`src/rtl/cpuclk_monitor.sv`:
```
// cpuclk_monitor: samples divided CPUCLK in the CLK domain, emits edge strobes,
// measures half-period, and reports lock/stall against the expected division.
module cpuclk_monitor #(
    parameter int EXP_HALF   = 7,
    parameter int TOL        = 1,
    parameter int LOCK_COUNT = 4,
    parameter int TIMEOUT    = 32,
    parameter int CNT_W      = 6
) (
    input  logic             CLK,
    input  logic             reset,
    input  logic             CPUCLK,
    input  logic             enable,
    output logic             rise_pulse,
    output logic             fall_pulse,
    output logic [CNT_W-1:0] half_period,
    output logic             locked,
    output logic             stalled,
    output logic [7:0]       err_count
);
    localparam int GW = $clog2(LOCK_COUNT + 1);
    typedef enum logic [2:0] {IDLE, ACQUIRE, TRACK, LOCKED, STALL} state_t;
    state_t state, state_n;
    logic s1, s2, s3, e, rise;
    logic [CNT_W-1:0] cnt;
    logic [GW-1:0] good, good_n;
    logic in_tol, load, bad;
    assign in_tol  = cnt >= CNT_W'(EXP_HALF - TOL) && cnt <= CNT_W'(EXP_HALF + TOL);
    assign locked  = state == LOCKED;
    assign stalled = state == STALL;
    always_comb begin
        state_n = state;
        good_n  = good;
        load    = 1'b0;
        bad     = 1'b0;
        case (state)
            IDLE:    state_n = ACQUIRE;
            ACQUIRE: if (e) begin
                state_n = TRACK;
                good_n  = '0;
            end
            TRACK: if (e) begin
                load = 1'b1;
                if (in_tol) begin
                    good_n = good + 1'b1;
                    if (good_n == GW'(LOCK_COUNT)) state_n = LOCKED;
                end else begin
                    good_n = '0;
                    bad    = 1'b1;
                end
            end
            LOCKED: if (e) begin
                load = 1'b1;
                if (!in_tol) begin
                    state_n = TRACK;
                    good_n  = '0;
                    bad     = 1'b1;
                end
            end
            STALL: if (e) begin
                state_n = TRACK;
                good_n  = '0;
            end
            default: state_n = IDLE;
        endcase
        // an edge arriving on the timeout cycle wins over the stall
        if (state != IDLE && state != STALL && !e && cnt == CNT_W'(TIMEOUT)) state_n = STALL;
        if (!enable) begin
            state_n = IDLE;
            good_n  = '0;
            load    = 1'b0;
            bad     = 1'b0;
        end
    end
    always_ff @(posedge CLK or posedge reset) begin
        if (reset) begin
            {s1, s2, s3, e, rise} <= '0;
            state       <= IDLE;
            good        <= '0;
            cnt         <= '0;
            half_period <= '0;
            err_count   <= '0;
            rise_pulse  <= 1'b0;
            fall_pulse  <= 1'b0;
        end else begin
            s1          <= CPUCLK;
            s2          <= s1;
            s3          <= s2;
            e           <= s2 ^ s3;
            rise        <= s2 & ~s3;
            state       <= state_n;
            good        <= good_n;
            cnt         <= (!enable || state == IDLE) ? '0 : e ? CNT_W'(1) : (&cnt) ? cnt : cnt + 1'b1;
            half_period <= load ? cnt : half_period;
            err_count   <= (bad && !(&err_count)) ? err_count + 1'b1 : err_count;
            rise_pulse  <= enable && state != IDLE && e && rise;
            fall_pulse  <= enable && state != IDLE && e && !rise;
        end
    end
endmodule
```
`config.mk`:
```
export PLATFORM = sky130hd
export DESIGN_NAME = cpuclk_monitor
export DESIGN_NICKNAME = d
export VERILOG_FILES = /design/src/rtl/cpuclk_monitor.sv
export SDC_FILE = /design/constraint.sdc
export NUM_CORES = 1
export LEC_CHECK = 0
export BUFFER_PORTS_ARGS = -buffer_cell sky130_fd_sc_hd__buf_2
export CAP_MARGIN = 20
export CELL_PAD_IN_SITES_DETAIL_PLACEMENT = 2
export CELL_PAD_IN_SITES_GLOBAL_PLACEMENT = 2
export CORE_ASPECT_RATIO = 0.5
export CORE_MARGIN = 3
export CORE_UTILIZATION = 33
export DETAILED_ROUTE_END_ITERATION = 6
export PLACE_DENSITY_LB_ADDON = 0.1
export SLEW_MARGIN = 20
export SYNTH_ARGS = -nofsm -noshare
export SYNTH_HDL_FRONTEND = slang
export SYNTH_SLANG_ARGS = --single-unit
```
`constraint.sdc`:
```
create_clock -name CLK -period 2.23 [get_ports CLK]
set_clock_uncertainty 0.1 [all_clocks]
set_input_delay 0.1115 -clock CLK [delete_from_list [all_inputs] [get_ports CLK]]
set_output_delay 0.1115 -clock CLK [all_outputs]
set_load 0.05 [all_outputs]
```
==> metrics.md <==
| Metric | Value |
|---|---|
| Worst path buffer plus inverter count | `1` |
| FMAX | `between 400 and 500 MHz` |
| Dominant synthesized flop cell | `dfrtp_1` |
| Drt initial violations | `16` |
| FF-to-FF setup slack | `20 ps` |
| GR Overflow Total | `0` |
| Pin count of the biggest net entering global routing | `34` |
| Final HPWL DP | `approximately 3000 um` |
| Die ar. | `5855 um^2` |
| Routed WL per cell | `approximately 16 um` |
| Min-delay worst type | `in2reg` |
| Unique masters post-synth | `43` |
| Synthesized cell area | `between 1500 and 2000 um^2` |
| Chip Width | `around 110 um` |
| Synth Instances | `150` |
| CTS tree | `yes` |
| EDFF count, synth | `0` |
| Worst setup SP type | `register` |
| Most frequent cells in the layout | `dfrtp_1, buf_2, nand2_1` |
| Residual DRC | `0` |
| Worst EP arrival | `2290 ps` |
| DP Cell Count | `between 200 and 250` |
| Final hold slack | `between 100 and 150 ps` |
| PortBufs | `21` |
| Core outline area | `4573 um^2` |
| Synth Area in Simple Gates | `~22%` |
| Antenna violations before repair | `0` |
| Num CTS Buffers | `5` |
| Max Cap Viol | `0` |
| Setup TNS | `0 ps` |
| Cell Chain, Critical Path | `inv_2 -> ha_2 -> or2_1 -> a31o_4 -> a211oi_4 -> or3b_4 -> xnor2_2` |
| Number of diodes | `0` |
| Relative slew slack | `between 70% and 80%` |
| DRT Pass-1 Iters | `4` |
| Commonest non-fill, non-tap cell in the layout | `dfrtp_1` |
| H-tree depth | `2` |
| Via count of the routed design | `1267` |
| Final Hold Fails | `0` |
| Post-synth ARST share | `100.0%` |
| Syn_area_per_cell | `10.84 um^2` |
| Die height | `55.63 um` |
| Mux share of post-synthesis cell area | `around 4.0%` |
| Synth Area in XOR/XNOR | `roughly 4.3%` |
| Slowest-stage cell, CP | `or3b_4` |
| Synth Register Bits | `33` |
| Layout cell share with drive strength beyond 1 | `26.49%` |
| Clock transition at the registers of the reported paths | `around 70 ps` |
| Actual slew at the worst max-slew pin | `~430 ps` |
| Crit-path max cell delay | `around 430 ps` |
| Layout Nets | `196` |
| Worst-skew pair later-pin latency | `290 ps` |
| Synth Area in Adders | `under 10%` |
| CP endpoint kind | `register` |
| CTS Buffer Depth | `2` |
| VDD IR max | `roughly 0.35 mV` |
| Compound-Gate Fraction of Synth Area | `between 10% and 20%` |
| Synthesis-to-finish area growth | `22.94%` |
| Setup violators final | `0` |
| Synth Warn # | `0` |
| Fin. max-slew vios | `0` |
| Initial core utilization | `a little over a third` |
| Post-route ant nets | `0` |
| Vias per cell | `5.048` |
| Largest family of logic cells by synthesized area | `simple AND/OR/NAND/NOR gates` |
| Fin crit period | `2211 ps` |
| Critical path's top delay family | `simple AND/OR/NAND/NOR gates` |
| Final Core Density | `between 40 and 50%` |
| Sequential area share after synthesis | `50.81%` |
| CP Data Required Time | `between 2000 and 2500 ps` |
| Total Power | `between 0.0015 and 0.002 W` |
| Status | `complete, no violations` |
| GP Congestion | `between 0.7 and 0.8` |
| Sinks on the clock net | `33` |
| CP Class | `reg2reg` |
| CP max FO | `5` |
| Net count after synthesis | `161` |
| Leakage power | `0.9801 nW` |
| FP Rows | `17` |
| Pwr/cell area | `between 800 and 900 nW/um^2` |
| Gr usage total | `15.77%` |
| IO Count | `22` |
| First-pass GRT wire length | `roughly 7200 um` |
| Final period util | `around 100%` |
| RSZ-0062 raised after global routing | `true` |
| Total Wirelength | `between 4000 and 5000 um` |
| Fillcell total | `between 400 and 500` |
| Final std cells w/o fill | `roughly 250` |
| Root Driver | `clkbuf_8` |
| Vias in the first global route | `roughly 1400` |
[per-stage QoR]
| stage | instance area [um^2] | worst slack, ps |
|---|---|---|
| floorplan | 1625 | 73.93 |
| global route | 1998 | -80.40 |
| finish | 1998 | 19.02 |
| detailed placement | 1837 | 37.03 |
| CTS | 1947 | 5.456 |
| global placement | 1837 | 123.9 |
[cells in the mapped netlist (3+ instances only)]
cell | instances | area share, %
nand4_1 | 4 | 1.5
dfrtp_1 | 33 | 51
and3_1 | 3 | 1.2
inv_1 | 11 | 2.5
xnor2_1 | 6 | 3.2
nand2b_1 | 4 | 1.5
nand2_1 | 11 | 2.5
nor2_1 | 9 | 2.1
nor4b_1 | 4 | 2.2
mux2_2 | 4 | 2.8
ha_1 | 7 | 5.4
and2_1 | 3 | 1.2
o21ai_0 | 9 | 2.8
nand3_1 | 5 | 1.5
[report_power, final]
part | internal [W] | total, W | switching, W
Sequential | 0.000673 | 0.000772 | 0.0000994
Combinational | 0.000178 | 0.000542 | 0.000363
Clock | 0.000244 | 0.000469 | 0.000225
[routing by layer]
metal	track usage (%)	vias to the layer above	wire length [um]
met5	0	-	0
met4	4.486	0	21
met3	4.287	5	130
met2	23.46	21	1835
met1	22.52	647	2142
li1	-	594	-
[kinds of logic after synthesis]
| group | count (synthesis) |
|---|---|
| AO/OA/AOI/OAI | 23 |
| adder cells (fa/ha/maj) | 7 |
| XOR/XNOR | 8 |
| flip-flops | 33 |
| buffers and inverters | 14 |
| AND/OR/NAND/NOR | 59 |
| multiplexers | 6 |
[layout make-up]
cell class,count,area (um^2),share of cell area (%)
sequential,33,825.8,41.33
multi-input combinational,103,769.5,38.51
timing repair buffer,31,188.9,9.455
clock buffer,6,82.58,4.133
tap,66,82.58,4.133
inverter,11,41.29,2.066
clock inverter,1,7.507,0.3757
[registers in the layout, summed over array words and instances (netlist names)]
register and cells:
fall_pulse 1, rise 1, rise_pulse 1, e 1, s1 1, good 3, s3 1, half_period 6
s2 1, err_count 8, state 3, cnt 6
[worst min-delay path: stages]
cell and delay [ps]:
buf_2 170, inv_1 100, o41ai_1 70
[timing repair]
item / 4_1_cts / 5_1_grt
resized for setup: 0 / 8
endpoints found under the setup margin: 0 / 9
setup buffers: 0 / 3
hold endpoints to repair: 34 / 0
hold buffers: 2 / 0
[path summary, 6_finish.rpt]
check,endpoint,startpoint,depth (start not counted)
worst max-delay path,err_count[5]$_DFFE_PP0P_,cnt[0]$_DFFE_PP0P_,7
worst min-delay path,state[0]$_DFFE_PP0P_,enable,3
worst max register to register,err_count[5]$_DFFE_PP0P_,cnt[0]$_DFFE_PP0P_,7
worst min register to register,s2$_DFF_PP0_,s1$_DFF_PP0_,0
max in group asynchronous,state[1]$_DFFE_PP0P_,reset,4
min in group asynchronous,err_count[6]$_DFFE_PP0P_,reset,4
(Power assumes the default switching activity.)
